$ cat config.mk
export PLATFORM = sky130hd
export DESIGN_NAME = mode_select_ctrl_flat
export DESIGN_NICKNAME = d
export VERILOG_FILES = /design/src/rtl/mode_select_ctrl_if.sv /design/src/rtl/mode_select_ctrl.sv /design/src/flat_wrapper.sv
export SDC_FILE = /design/constraint.sdc
export NUM_CORES = 1
export LEC_CHECK = 0
export ABC_AREA = 1
export BUFFER_PORTS_ARGS = -buffer_cell sky130_fd_sc_hd__buf_2
export CORE_MARGIN = 3
export CORE_UTILIZATION = 49
export CTS_BUF_LIST = sky130_fd_sc_hd__clkbuf_2 sky130_fd_sc_hd__clkbuf_4 sky130_fd_sc_hd__clkbuf_8
export DETAILED_ROUTE_END_ITERATION = 6
export GPL_TIMING_DRIVEN = 0
export PLACE_DENSITY = 0.82
export SLEW_MARGIN = 5
export SYNTH_ARGS = -nofsm -noshare
export SYNTH_HDL_FRONTEND = slang
export SYNTH_SLANG_ARGS = --single-unit
$ cat constraint.sdc
create_clock -name clk -period 1.44 [get_ports clk]
set_clock_uncertainty 0.1 [all_clocks]
set_input_delay 0.288 -clock clk [delete_from_list [all_inputs] [get_ports clk]]
set_output_delay 0.288 -clock clk [all_outputs]
set_load 0.01 [all_outputs]
$ cat src/rtl/mode_select_ctrl_if.sv
// Bundles the menu controls, pixel position, ROM handshakes and the
// game-core handoff of the MODE SELECT banner controller into one port.
// The slave modport is the controller's view; master is the video/game side.
interface mode_select_ctrl_if;
    logic        frame_tick;
    logic        btn_up;
    logic        btn_down;
    logic        btn_sel;
    logic        game_over;
    logic [9:0]  pix_x;
    logic [9:0]  pix_y;
    logic        video_on;
    logic [7:0]  char_xy;
    logic [6:0]  char_code_in;
    logic [10:0] font_addr;
    logic [7:0]  font_row_in;
    logic        text_on;
    logic [3:0]  mode;
    logic        mode_valid;
    logic        start_game;

    modport slave (
        input  frame_tick, btn_up, btn_down, btn_sel, game_over,
        input  pix_x, pix_y, video_on, char_code_in, font_row_in,
        output char_xy, font_addr, text_on, mode, mode_valid, start_game
    );

    modport master (
        output frame_tick, btn_up, btn_down, btn_sel, game_over,
        output pix_x, pix_y, video_on, char_code_in, font_row_in,
        input  char_xy, font_addr, text_on, mode, mode_valid, start_game
    );
endinterface

$ cat src/rtl/mode_select_ctrl.sv
// Mode-select menu controller for the Pong "MODE      SELECT" banner.
// Runs the MENU/CONFIRM/PLAY FSM, addresses the banner char ROM, swaps the
// mode digit into column 5 and produces a 3-clock pipelined text_on pixel.
// Optional macro MODE_SEL_BLINK_EN: when defined the column-5 digit blinks
// in MENU; when undefined the digit is always shown.
module mode_select_ctrl #(
    parameter int NUM_MODES      = 3,
    parameter int TEXT_X0        = 256,
    parameter int TEXT_Y0        = 112,
    parameter int CONFIRM_FRAMES = 30,
    parameter int BLINK_FRAMES   = 16
) (
    input  logic              clk,
    input  logic              reset_n,
    mode_select_ctrl_if.slave bus
);

    typedef enum logic [1:0] {
        MENU    = 2'd0,
        CONFIRM = 2'd1,
        PLAY    = 2'd2
    } state_t;

    localparam logic [3:0] L_MAX_MODE = 4'(NUM_MODES - 1);
    localparam int         L_CW       = $clog2(CONFIRM_FRAMES) + 1;
    localparam logic [L_CW-1:0] L_CONF_LAST = L_CW'(CONFIRM_FRAMES - 1);
    localparam logic [9:0] L_X0 = 10'(TEXT_X0);
    localparam logic [9:0] L_Y0 = 10'(TEXT_Y0);

    state_t          r_state;
    state_t          w_stateNext;
    logic [3:0]      r_mode;
    logic [3:0]      w_modeNext;
    logic            r_startGame;
    logic [L_CW-1:0] r_confCnt;
    logic            w_phase;

    logic [9:0]  w_dx;
    logic [9:0]  w_dy;
    logic        w_inBox;
    logic [3:0]  w_col;
    logic [6:0]  w_code;
    logic [10:0] r_fontAddr;
    logic        r_inBox1;
    logic [2:0]  r_bit1;
    logic        r_inBox2;
    logic [2:0]  r_bit2;
    logic [2:0]  w_bitSel;
    logic        r_textOn;

    // Next-state and next-mode decision; select beats a same-cycle up/down
    always_comb begin
        w_stateNext = r_state;
        w_modeNext  = r_mode;
        case (r_state)
            MENU: begin
                if (bus.btn_sel) begin
                    w_stateNext = CONFIRM;
                end else if (bus.btn_up && !bus.btn_down) begin
                    w_modeNext = (r_mode == L_MAX_MODE) ? 4'd0 : r_mode + 4'd1;
                end else if (bus.btn_down && !bus.btn_up) begin
                    w_modeNext = (r_mode == 4'd0) ? L_MAX_MODE : r_mode - 4'd1;
                end
            end
            CONFIRM: begin
                if (bus.game_over) begin
                    w_stateNext = MENU;
                end else if (bus.frame_tick && r_confCnt == L_CONF_LAST) begin
                    w_stateNext = PLAY;
                end
            end
            PLAY: begin
                if (bus.game_over) begin
                    w_stateNext = MENU;
                end
            end
            default: w_stateNext = MENU;
        endcase
    end

    // State register
    always_ff @(posedge clk or negedge reset_n) begin
        if (!reset_n) begin
            r_state <= MENU;
        end else begin
            r_state <= w_stateNext;
        end
    end

    // Mode register and the one-cycle start pulse on the CONFIRM->PLAY edge
    always_ff @(posedge clk or negedge reset_n) begin
        if (!reset_n) begin
            r_mode      <= 4'd0;
            r_startGame <= 1'b0;
        end else begin
            r_mode      <= w_modeNext;
            r_startGame <= (r_state == CONFIRM) && (w_stateNext == PLAY);
        end
    end

    // Counts frame ticks while staying in CONFIRM, cleared on any exit
    always_ff @(posedge clk or negedge reset_n) begin
        if (!reset_n) begin
            r_confCnt <= '0;
        end else if (r_state != CONFIRM || w_stateNext != CONFIRM) begin
            r_confCnt <= '0;
        end else if (bus.frame_tick) begin
            r_confCnt <= r_confCnt + 1'b1;
        end
    end

`ifdef MODE_SEL_BLINK_EN
    localparam int L_BW = $clog2(BLINK_FRAMES) + 1;
    localparam logic [L_BW-1:0] L_BLINK_LAST = L_BW'(BLINK_FRAMES - 1);
    logic [L_BW-1:0] r_blinkCnt;
    logic            r_phase;

    // Blink timer runs only in MENU; any other state restarts it showing the digit
    always_ff @(posedge clk or negedge reset_n) begin
        if (!reset_n) begin
            r_blinkCnt <= '0;
            r_phase    <= 1'b1;
        end else if (r_state != MENU) begin
            r_blinkCnt <= '0;
            r_phase    <= 1'b1;
        end else if (bus.frame_tick) begin
            if (r_blinkCnt == L_BLINK_LAST) begin
                r_blinkCnt <= '0;
                r_phase    <= ~r_phase;
            end else begin
                r_blinkCnt <= r_blinkCnt + 1'b1;
            end
        end
    end

    assign w_phase = r_phase;
`else
    assign w_phase = 1'b1;
`endif

    // Stage 0: box test and banner column; offsets compared in full 10 bits
    always_comb begin
        w_dx    = bus.pix_x - L_X0;
        w_dy    = bus.pix_y - L_Y0;
        w_inBox = bus.video_on && (bus.pix_x >= L_X0) && (w_dx < 10'd128) &&
                  (bus.pix_y >= L_Y0) && (w_dy < 10'd16);
        w_col   = w_dx[6:3];
        w_code  = bus.char_code_in;
        if (w_col == 4'd5) begin
            w_code = w_phase ? (7'h31 + {3'b000, r_mode}) : 7'h20;
        end
    end

    assign bus.char_xy = w_inBox ? {4'h0, w_col} : 8'h00;

    // Stages 1-3: font address, alignment with the font ROM, then pixel select
    always_ff @(posedge clk or negedge reset_n) begin
        if (!reset_n) begin
            r_fontAddr <= 11'd0;
            r_inBox1   <= 1'b0;
            r_bit1     <= 3'd0;
            r_inBox2   <= 1'b0;
            r_bit2     <= 3'd0;
            r_textOn   <= 1'b0;
        end else begin
            r_fontAddr <= {w_code, w_dy[3:0]};
            r_inBox1   <= w_inBox;
            r_bit1     <= w_dx[2:0];
            r_inBox2   <= r_inBox1;
            r_bit2     <= r_bit1;
            r_textOn   <= r_inBox2 && bus.font_row_in[w_bitSel] && (r_state != PLAY);
        end
    end

    assign w_bitSel       = 3'd7 - r_bit2;
    assign bus.font_addr  = r_fontAddr;
    assign bus.text_on    = r_textOn;
    assign bus.mode       = r_mode;
    assign bus.mode_valid = (r_state == PLAY);
    assign bus.start_game = r_startGame;

endmodule
$ cat src/flat_wrapper.sv
// flat-port wrapper written by rule: the top's interface ports become plain ports
module mode_select_ctrl_flat 
#(
    parameter int NUM_MODES      = 3,
    parameter int TEXT_X0        = 256,
    parameter int TEXT_Y0        = 112,
    parameter int CONFIRM_FRAMES = 30,
    parameter int BLINK_FRAMES   = 16
)
  (clk, reset_n, bus_frame_tick, bus_btn_up, bus_btn_down, bus_btn_sel, bus_game_over, bus_pix_x, bus_pix_y, bus_video_on, bus_char_code_in, bus_font_row_in, bus_char_xy, bus_font_addr, bus_text_on, bus_mode, bus_mode_valid, bus_start_game);
  mode_select_ctrl_if bus_i ();
  input  logic clk;
  input  logic reset_n;
  input wire logic [$bits(bus_i.frame_tick)-1:0] bus_frame_tick;
  input wire logic [$bits(bus_i.btn_up)-1:0] bus_btn_up;
  input wire logic [$bits(bus_i.btn_down)-1:0] bus_btn_down;
  input wire logic [$bits(bus_i.btn_sel)-1:0] bus_btn_sel;
  input wire logic [$bits(bus_i.game_over)-1:0] bus_game_over;
  input wire logic [$bits(bus_i.pix_x)-1:0] bus_pix_x;
  input wire logic [$bits(bus_i.pix_y)-1:0] bus_pix_y;
  input wire logic [$bits(bus_i.video_on)-1:0] bus_video_on;
  input wire logic [$bits(bus_i.char_code_in)-1:0] bus_char_code_in;
  input wire logic [$bits(bus_i.font_row_in)-1:0] bus_font_row_in;
  output wire logic [$bits(bus_i.char_xy)-1:0] bus_char_xy;
  output wire logic [$bits(bus_i.font_addr)-1:0] bus_font_addr;
  output wire logic [$bits(bus_i.text_on)-1:0] bus_text_on;
  output wire logic [$bits(bus_i.mode)-1:0] bus_mode;
  output wire logic [$bits(bus_i.mode_valid)-1:0] bus_mode_valid;
  output wire logic [$bits(bus_i.start_game)-1:0] bus_start_game;
  assign bus_i.frame_tick = bus_frame_tick;
  assign bus_i.btn_up = bus_btn_up;
  assign bus_i.btn_down = bus_btn_down;
  assign bus_i.btn_sel = bus_btn_sel;
  assign bus_i.game_over = bus_game_over;
  assign bus_i.pix_x = bus_pix_x;
  assign bus_i.pix_y = bus_pix_y;
  assign bus_i.video_on = bus_video_on;
  assign bus_i.char_code_in = bus_char_code_in;
  assign bus_i.font_row_in = bus_font_row_in;
  assign bus_char_xy = bus_i.char_xy;
  assign bus_font_addr = bus_i.font_addr;
  assign bus_text_on = bus_i.text_on;
  assign bus_mode = bus_i.mode;
  assign bus_mode_valid = bus_i.mode_valid;
  assign bus_start_game = bus_i.start_game;
  mode_select_ctrl #(.NUM_MODES(NUM_MODES), .TEXT_X0(TEXT_X0), .TEXT_Y0(TEXT_Y0), .CONFIRM_FRAMES(CONFIRM_FRAMES), .BLINK_FRAMES(BLINK_FRAMES)) u_core (.clk(clk), .reset_n(reset_n), .bus(bus_i));
endmodule
## Yosys cells after proc, flatten, opt, wreduce, memory -nomap -nowiden

Cells that the tools add are included.

| word-level totals | value |
|---|---|
| bits in registers | 33 |
| bits in latches | 0 |
| RAM bits | 0 |
| bits in read-only memories | 0 |
| input port bits | 43 |
| output and inout bits | 26 |
| logic and storage cells | 65 |
| memories | 0 |

| operators by class | value |
|---|---|
| add/subtract/negate cells | 7 |
| multiply operators | 0 |
| div/mod/pow operators | 0 |
| $lt $le $gt $ge | 5 |
| eq/ne operators | 9 |
| shift operators | 0 |
| multiplexer cells | 15 |
| bitwise gates (word level) | 1 |
| reduce and logical (&&, ||, !) cells | 18 |

Operators by type and width:

| cell | count |
|---|---|
| 2-to-1 mux 4 bit | 5 |
| 2-to-1 mux 6 bit | 2 |
| >= comparator 10 x 7 -> 1 bit, second input constant | 1 |
| >= comparator 10 x 9 -> 1 bit, second input constant | 1 |
| logical AND 1 bit | 10 |
| less-than comparator 10 x 5 -> 1 bit, second input constant | 1 |
| less-than comparator 10 x 8 -> 1 bit, second input constant | 1 |
| subtractor 10 x 7 -> 10 bit, second input constant | 1 |
| subtractor 10 x 9 -> 10 bit, second input constant | 1 |
| 2-to-1 mux 2 bit | 4 |
| adder 6 x 4 -> 7 bit, first input constant | 1 |
| 2-to-1 mux 7 bit | 1 |
| adder 6 x 1 -> 6 bit, second input constant | 1 |
| equality test 6 x 5 -> 1 bit, second input constant | 1 |
| one-hot mux 2 bit (3 select lines) | 1 |
| adder 4 x 1 -> 4 bit, second input constant | 1 |
| equality test 2 bit, second input constant | 2 |
| equality test 4 x 2 -> 1 bit, second input constant | 1 |
| equality test 4 x 3 -> 1 bit, second input constant | 1 |
| zero test 4 bit | 1 |
| less-than comparator 3 x 4 -> 1 bit, second input constant | 1 |
| inequality test 2 x 1 -> 1 bit, second input constant | 2 |
| nonzero test 2 bit | 2 |
| subtractor 4 x 1 -> 4 bit, second input constant | 1 |
| other kinds (10) | 11 |

## Depth between registers and ports, before layout

Gate-level depths: netlist of run 1.

| logic depth | value |
|---|---|
| word-level depth | 8 |
| gate-level depth with buffers | 9 |
| depth with buffers taken out | 9 |

## Least setup slack after synthesis of run 1

No wires, ideal clock.

| path | value |
|---|---|
| path type | register -> register |
| start | register u_core.r_mode[0] (netlist: u_core.bus.mode[0]) |
| end | register u_core.r_mode[3] (netlist: u_core.bus.mode[3]) |
| library setup time | 0.116 ns |
| arrival | 1.089 ns |
| required time | 1.224 ns |
| setup slack | 0.135 ns |
| cell stages (with the launch flop) | 10 |
| path buffers | 0 |
| clock period less this slack | 1.305 ns |
| cells stage by stage | dfrtp_1 > inv_1 > ha_1 > nand2_1 > nand2_1 > inv_1 > nand2_1 > nand2_1 > nand2_1 > nand2_1 |

| between the ends | value |
|---|---|
| word-level cells in the longest chain between the ends | 4 |
| elaborated cells on any way between the ends | 8 |
| classes of those cells | 2 x add/sub; 1 x eq/ne; 4 x mux; 1 x reduce/logical |

RTL lines:

| element | RTL line | source |
|---|---|---|
| start: declaration | mode_select_ctrl.sv:32 | `logic [3:0] r_mode;` |
| start signal: assignment | mode_select_ctrl.sv:96 | `r_mode <= w_modeNext;` |
| subtractor 4 x 1 -> 4 bit / zero test 4 bit (equally long branches) | mode_select_ctrl.sv:62 | `w_modeNext = (r_mode == 4'd0) ? L_MAX_MODE : r_mode - 4'd1;` |
| 2-to-1 mux 4 bit | mode_select_ctrl.sv:62 |  |
| 2-to-1 mux 4 bit | mode_select_ctrl.sv:61 | `end else if (bus.btn_down && !bus.btn_up) begin` |
| 2-to-1 mux 4 bit (*) | mode_select_ctrl.sv:59 | `end else if (bus.btn_up && !bus.btn_down) begin` |

Every way passes the cells marked *; elsewhere a longest branch is shown, timed or not. The select of a mux whose other input is x is not followed.
A chain may end at the register's enable or synchronous reset.

## Final worst setup path of run 1

| path | value |
|---|---|
| start | input bus_pix_x[9] |
| end | output bus_char_xy[3] |

| between the ends | value |
|---|---|
| word-level cells in the longest chain between the ends | 6 |
| elaborated cells on any way between the ends | 8 |
| classes of those cells | 1 x add/sub; 2 x order compare; 1 x mux; 4 x reduce/logical |

RTL lines:

| element | RTL line | source |
|---|---|---|
| start: declaration | flat_wrapper.sv:19 | `input wire logic [$bits(bus_i.pix_x)-1:0] bus_pix_x;` |
| subtractor 10 x 9 -> 10 bit / >= comparator 10 x 9 -> 1 bit (equally long branches) | mode_select_ctrl.sv:143, mode_select_ctrl.sv:145 |  |
| less-than comparator 10 x 8 -> 1 bit / logical AND 1 bit (equally long branches) | mode_select_ctrl.sv:145 | `w_inBox = bus.video_on && (bus.pix_x >= L_X0) && (w_dx < 10'd128) &&` |
| logical AND 1 bit (*) (2 in a row) | mode_select_ctrl.sv:145 |  |
| logical AND 1 bit (*) | mode_select_ctrl.sv:146 | `(bus.pix_y >= L_Y0) && (w_dy < 10'd16);` |
| 2-to-1 mux 4 bit (*) | mode_select_ctrl.sv:154 | `assign bus.char_xy = w_inBox ? {4'h0, w_col} : 8'h00;` |
| end: declaration | flat_wrapper.sv:24 | `output wire logic [$bits(bus_i.char_xy)-1:0] bus_char_xy;` |

Every way passes the cells marked *; elsewhere a longest branch is shown, timed or not.

==> results, run 1 <==
- Setup repair after global routing could not meet its margin everywhere.
- The clock slew at the register clock pins of the worst setup and hold paths is roughly 90 ps.
- STA puts the critical path data required time at approximately 1100 ps.
- The number of antenna violations at the first check in global routing is 0.
- For this run, the top clock speed supported by timing is around 640 MHz.
- The total power of the final layout is 0.00257 W.
- The net switching share of the total power is a little under a third.
- The wire length of the first global-routing pass is between 5 and 6 mm.
- The H-tree depth is 2.
- The total buffers and inverters traversed by the critical path is 3.
- The count of nets left with antenna violations once routing finished came out at 0.
- The setup slack of the most critical reg-to-reg path is ~90 ps.
- The first routing iteration left 45 violations.
- Cell internal power was estimated by the tool at between 0.0015 and 0.002 W.
- At the later pin of the worst-skew pair, clock insertion delay measures between 300 and 400 ps.
- Cells fill roughly 75% of the core in the end.
- The worst setup path is launched from an input pin.
- The mean instance size in the synthesized netlist is 8.74 sq um.
- In the synthesized netlist, the number of instances is between 150 and 200.
- The per-cell routed wire length is between 10 and 15 microns.
- After filler insertion, the fill cell instance count of the layout stands at 214.
- Summed over all nets, the half-perimeter wirelength after detailed placement is between 2 and 3 mm.
- In this run, flip-flops and latches consume between 40% and 50% of the power.
- The final-report max-slew violation count was 0.
- The number of primary I/O pins is between 60 and 70.
- In this run, CTS created clock tree buffers numbering 5.
- The worst vdd rail ir drop is roughly 0.82 mV.
- The total detailed-routing wirelength is 3.68 mm.
- The type of the tightest min-delay check is input pin to register.
- The transition time of the tightest slew-check pin is 707 ps.
- The die width is about 63 microns.
- After synthesis, the netlist uses 27 different library cells.
- The iteration count of the initial detailed-routing pass is 4.
- The fraction of synthesis flops using an asynchronous set or reset pin is between 90% and 100%.
- The clock sink total is 33.
- In this design, the largest share of critical-path delay is due to simple AND/OR/NAND/NOR gates.
- The leakage power is approximately 1.2 nW.
- The post-route netlist has a little under two fifths of its cells at a drive strength greater than 1.
- The analysis attributes to net switching a power of 0.000818 W.
- The setup slack after placement is -130 ps.
- The critical path class is input pin to output port.
- The number of buffers on the longest clock path is 2.
- The maximum fanout encountered on the critical timing path is 5.
- The via count of the first global-routing pass was between 1000 and 1500.
- The remaining design rule violation count is 0.
- TritonCTS built the clock tree.
- The worst setup path is captured at an output port.
- The growth of design area from synthesis to finish is 38.6%.
- The count of flip-flops with a built-in enable after synthesis is 0.
- The post-layout minimum cycle time is approximately 1600 ps.
- After floorplanning, the core was divided into 19 placement rows.
- The initial utilization of the core area, before any placement, comes to between 50 and 60%.
- Among all flip-flop cells after synthesis, the most frequent one is sky130_fd_sc_hd__dfrtp_1.
- The share of synthesized area occupied by flip-flops and latches is 52.2%.
- The number of synthesized register bits is 33.
- Max-cap violations in this run came to 0.
- For this run, the slowest stage of the critical path takes roughly 220 ps.
- The final reports fail on setup timing.
- The global router's overall resource usage is a little under a fifth.
- Dividing total power by cell area gives a power density of between 1000 and 1500 nW/um^2.
- Detailed routing inserted a total of ~1500 vias.
- Input and output buffers added on the ports amount to 64.
- The worst-case hold slack is between 70 and 80 ps.
- The leftover overflow at the end of global routing is 0.
- The floorplan die height is about 63 microns.
- Setup slack on the critical path of the routed design comes to -132 ps.
- The maximum number of pins on one net before global-route repair is 34.
- The core region area is 2920 sq um.
- The total count of hold-check failures in the final report is 0.
- The final critical path takes up 109% of the cycle.
- The die footprint is 3950 sq um.
- The final-report setup violation count is 4.
- During synthesis, Yosys emitted a total of 0 warnings.
- The flow ran to the end, but the final reports show violations.
- The critical path goes through buf_6, inv_4, nand2_2, nor3b_2, nand4_1, nor2_1, buf_2.
- The number of nets in the layout is about 310.
- In this run the tightest slew margin relative to its limit is between 50% and 60%.
- Combinational logic burns between 20 and 30% of the power.
- The count of antenna diodes in the layout is 0.
- In this run the cell area of the synthesized design comes to around 1600 sq um.
- The library cell contributing the largest single delay on the critical path is sky130_fd_sc_hd__nand4_1.
- The arrival time of data at the critical path endpoint is approximately 1200 ps.
- The congestion estimate from routability-driven global placement came to between 0.8 and 0.9.
- In this run the clock root is driven by a sky130_fd_sc_hd__clkbuf_4.
- The per-cell via count in the routed design is 4.74.
- The clock network burns roughly 29% of the power.
## layer usage
metal	part of all wire [%]	vias up	wire length (microns)	GRT usage (%)
met5	0	-	0	0
met4	2.1	0	76	9.37
met3	6.7	8	246	4.32
met2	52	57	1910	32.5
met1	39	666	1440	22.9
li1	-	730	-	-
## area by class of cell
type	instances	area, sq um	area share [%]
sequential	33	830	37.8
multi-input combinational	119	661	30.1
timing repair buffer	74	422	19.2
inverter	27	104	4.74
clock buffer	7	58.8	2.68
tap	42	52.6	2.40
buffer	5	35.0	1.60
clock inverter	1	30.0	1.37
## cells in the mapped netlist (all sizes together), types with 3 or more instances
cell	n	area share [%]
a21oi	3	0.95
buf	5	2.2
dfrtp	33	52
ha	6	4.7
inv	27	6.4
nand2	45	11
nand3	11	3.8
nand4	5	2.0
nor2	21	5.8
nor3	4	2.7
o21ai	11	3.5
xnor2	3	1.7
## registers in the layout (all words and copies together), names as in the netlist
signal	flops
u_core.r_bit1	3
u_core.r_state	2
u_core.r_inBox2	1
u_core.bus.mode	4
u_core.r_confCnt	6
u_core.r_inBox1	1
u_core.bus.text_on	1
u_core.bus.start_game	1
u_core.bus.font_addr	11
u_core.r_bit2	3
## power groups by stage
stage	Sequential [W]	Clock (W)	Combinational, W
after floorplan	0.00114	0	0.000390
after global placement	0.00113	0	0.000635
after detailed placement	0.00113	0	0.000650
after CTS	0.00111	0.000739	0.000678
after global routing	0.00114	0.000770	0.000808
final	0.00112	0.000735	0.000712
## logic make-up (layout without fill, tap and decap cells)
logic type	after synthesis	after routing	synth area share, %
AOI/OAI and AO/OA	17	17	5.78
xor gates and xnor gates	4	4	2.22
adders and majority gates	6	6	4.75
buffers and inverters	32	114	8.62
DFF	33	33	52.2
muxes	1	1	0.633
other	1	4	0.237
and+or+nand+nor	87	87	25.6
## stage by stage
stage,cells,area (sq um),setup TNS [ps]
after CTS,307,2160,-339
final,308,2190,-457
after floorplan,184,1590,0
after detailed placement,290,1970,-529
after global routing,308,2190,-741
after global placement,290,1970,-428
## worst min-delay path, cell delays in order
cell and delay, ps:
sky130_fd_sc_hd__buf_2 70, sky130_fd_sc_hd__nand2_1 40, sky130_fd_sc_hd__nand2_1 50
## final timing paths
kind	from	endpoint	depth (start not counted)
worst max-delay path	bus_pix_x[9]	bus_char_xy[3]	7
worst min-delay path	bus_char_code_in[6]	u_core.bus.font_addr[10]	3
max in group asynchronous	reset_n	u_core.bus.mode[0]	2
worst max register to register	u_core.bus.mode[1]	u_core.bus.mode[2]	5
worst min register to register	u_core.r_bit1[0]	u_core.r_bit2[0]	0
min in group asynchronous	reset_n	u_core.r_confCnt[3]	2
## what timing repair did
| action | in CTS | in global routing |
|---|---|---|
| pin swaps | 4 | 6 |
| hold buffers | 8 | 0 |
| gates resized for setup | 4 | 10 |
| setup buffers | 1 | 1 |
| hold endpoints to repair | 40 | 0 |
| endpoints found under the setup margin | 4 | 18 |
## cells in the final DEF (no fill, tap or decap), drive strengths merged
master	n
conb	4
clkbuf	7
nor3b	1
buf	71
a21oi	3
bufinv	1
xor2	1
mux2i	1
xnor2	3
o22ai	1
nor2	21
nand2	45
nand3	11
dfrtp	33
dlygate4sd3	8
o21ai	11
nor3	4
nand4	5
o21a	1
inv	27
ha	6
o21bai	1
(Power assumes the default switching activity.)
==> inputs of run 2 (changes only) <==
Settings changed: CELL_PAD_IN_SITES_DETAIL_PLACEMENT set to 1, CELL_PAD_IN_SITES_GLOBAL_PLACEMENT set to 1, CORE_UTILIZATION 49 to 35, PLACE_DENSITY 0.82 to unset, PLACE_DENSITY_LB_ADDON set to 0.1.
==> run 2 against run 1 <==
Effect of this change: the flow still finishes with violations (setup timing); register-to-register slack about the same; highest routed layer unchanged; clock-buffer cell count did not move; global-route usage down 3.8 points; critical path type unchanged; largest cell class unchanged; non-clock buffer count fell by 7; via count down 3.9%; worst hold slack lost 59 ps; worst setup slack better by 110 ps; design area decreased by 1.2%.
==> results, run 2 (synthesis results as in run 1) <==
- The maximum fanout encountered on the critical timing path is 5 (unchanged).
- The share of layout cells above drive strength 1 is 38.2% (+1.4 points).
- The core region area is 4170 sq um (+43%).
- The arrival time of data at the critical path endpoint is 1070 ps (-110 ps).
- The global router's overall resource usage was 15.4% (-3.8 points).
- The setup TNS after final layout is -61.9 ps (+395 ps).
- The starting DRC count in detailed routing is 22 (-51%).
- The instance count along the most critical hold path came to 1 (-2).
- In this run the worst hold path is classified as input pin to register.
- TritonCTS built the clock tree.
- The worst setup path is captured at an output port.
- The number of max-capacitance violations reported was 0 (unchanged).
- The critical path launch point type is an input pin.
- The number of routed nets with antenna violations is 0 (unchanged).
- The final cell area excluding filler cells came to 2170 sq um (-1.2%).
- The transition time of the tightest slew-check pin is 712 ps (+5.64 ps).
- The category of cells accounting for the largest share of critical-path delay is simple AND/OR/NAND/NOR gates.
- The run finished, with violations left.
- The per-cell via count in the routed design is 4.54 (-4.2%).
- The share of the clock period used by the worst path after layout is 102% (-7.5 points).
- The worst setup path is of the input pin to output port kind.
- The worst relative slew slack came to 52.5% (-0.38 points).
- The remaining design rule violation count is 0 (unchanged).
- The cell sitting at the root of the clock tree is a sky130_fd_sc_hd__clkbuf_8.
- The maximum number of pins on one net before global-route repair is 34 (unchanged).
- The setup slack of the most critical reg-to-reg path was 100 ps (about the same).
- The clock sink total is 33 (unchanged).
- The growth of design area from synthesis to finish is 36.9%.
- The via count of the first global-routing pass was 1465 (+5.1%).
- The initial core utilization is 37.9% (-16 points).
- The worst vdd rail ir drop is 0.680 mV (-17%).
- Setup repair after global routing could not meet its margin everywhere.
- The leakage power came to 1.16 nW (-1.1%).
- The wire length of the first global-routing pass is 6.35 mm (+5.9%).
- The checks that failed: setup timing.
- The number of buffers on the longest clock path is 2 (unchanged).
- The per-cell routed wire length came to 11.8 microns (-0.87%).
- The total power density per cell area is 1260 nW/um^2 (+7.4%).
- The die footprint is 5360 sq um (+36%).
- The number of antenna violations at the first check in global routing was 0 (unchanged).
- The total buffers and inverters traversed by the critical path is 3 (unchanged).
- The most frequent standard cell in the layout excluding fill and tap cells is sky130_fd_sc_hd__buf_2.
- The total detailed-routing wirelength is 3.66 mm (-0.54%).
- The placed standard-cell area came to 1980 sq um (+0.51%).
- The number of primary I/O pins is 69 (unchanged).
- The leftover overflow at the end of global routing is 0 (unchanged).
- The detailed placement HPWL is 2.94 mm (+13%).
- The count of antenna diodes in the layout is 0 (unchanged).
- Walking the worst path, the cells encountered are buf_6, inv_2, nand2_2, nor3b_2, nand4_1, nor2_1, buf_2.
- The number of buffers inserted by port buffering is 64 (unchanged).
- The number of buffers inserted during clock tree synthesis is 5 (unchanged).
- The maximum cell stage delay along the critical path is 200 ps (-20 ps).
- The H-tree depth was 2 (unchanged).
- The die width is 73.2 microns (+17%).
- The iteration count of the initial detailed-routing pass came to 4 (unchanged).
- The total count of hold-check failures in the final report is 0 (unchanged).
- The final-report setup violation count came to 4 (unchanged).
- The insertion delay to the later sink of the worst-skew pair is 280 ps (-40 ps).
- The number of cells traversed by the worst register-to-register path is 7 (+2).
- The floorplan die height is 73.2 microns (+17%).
- The fmax is 684 MHz (+7.4%).
- The post-layout minimum cycle time is 1460 ps (-109 ps).
- The number of nets in the layout came to 307 (-2.2%).
- The detailed-route via count was 1404 (-3.9%).
- The clock slew at the register clock pins of the worst setup and hold paths was 60 ps (-30 ps).
- The required time of the worst setup path is 1050 ps (about the same).
- The critical path depth came to 7 (unchanged).
- The final instance count without filler cells was 309 (+0.32%).
- The total instance count after detailed placement was 298 (+2.8%).
- The top cell types in the final layout, fill and taps aside, are sky130_fd_sc_hd__buf_2, sky130_fd_sc_hd__nand2_1, sky130_fd_sc_hd__dfrtp_1.
- The slowest stage of the critical path is the sky130_fd_sc_hd__nand4_1 cell.
- The weighted congestion reported at the end of routability-driven placement is 0.765 (-15%).
- The smallest setup slack after layout is -23.0 ps (+109 ps).
- The number of core rows is 23 (+4).
- The final-report max-slew violation count was 0 (unchanged).
- The flip-flop count of the largest register after layout was 11 (unchanged).
run 2: power by group:
part           switching (W)  internal, W  leakage [nW]
sequential         0.0000982      0.00102         0.413
clock               0.000316     0.000582        0.0619
combinational       0.000412     0.000302         0.687
total               0.000826      0.00190          1.16
run 2: final cells by class:
type	instances	area (sq um)
fill	536	2010
sequential	33	828
multi-input combinational	119	664
timing repair buffer	67	352
inverter	27	104
clock buffer	7	90.1
tap	50	62.6
buffer	5	35.0
clock inverter	1	30.0
run 2: layer usage:
layer  routed length, microns  GRT usage, %  vias to the layer above  share of wire (%)
li1                         -             -                      713                  -
met1                     1530          18.0                      631                 42
met2                     1720          26.6                       55                 47
met3                      324          3.31                        5                8.9
met4                       76          7.38                        0                2.1
met5                        0             0                        -                  0
run 2: timing repair:
| item | 4_1_cts | 5_1_grt |
|---|---|---|
| resized for setup | 4 | 15 |
| hold buffers | 1 | 0 |
| pin swaps | 4 | 7 |
| endpoints found under the hold margin | 33 | 0 |
| buffers inserted | 1 | 1 |
| endpoints found under the setup margin | 4 | 16 |
run 2: worst paths after layout:
check | start | endpoint
min | bus_pix_y[3] | u_core.bus.font_addr[3]
min reg2reg | u_core.r_bit1[2] | u_core.r_bit2[2]
max in group asynchronous | reset_n | u_core.bus.mode[1]
max reg2reg | u_core.r_confCnt[1] | u_core.r_state[0]
max | bus_pix_x[9] | bus_char_xy[3]
min in group asynchronous | reset_n | u_core.bus.mode[2]
run 2: stage by stage:
stage / worst slack (ps) / total power (W) / hold slack (ps) / utilization [%]
2_1_floorplan: 135 / 0.00153 / -108 / -
3_3_place_gp: -123 / 0.00178 / 233 / 47.3
3_5_place_dp: -119 / 0.00179 / 243 / 47.3
4_1_cts: -78.0 / 0.00272 / 3.82 / 51.0
5_1_grt: -154 / 0.00293 / 2.50 / 51.9
6_report: -23.0 / 0.00273 / 12.6 / 51.9
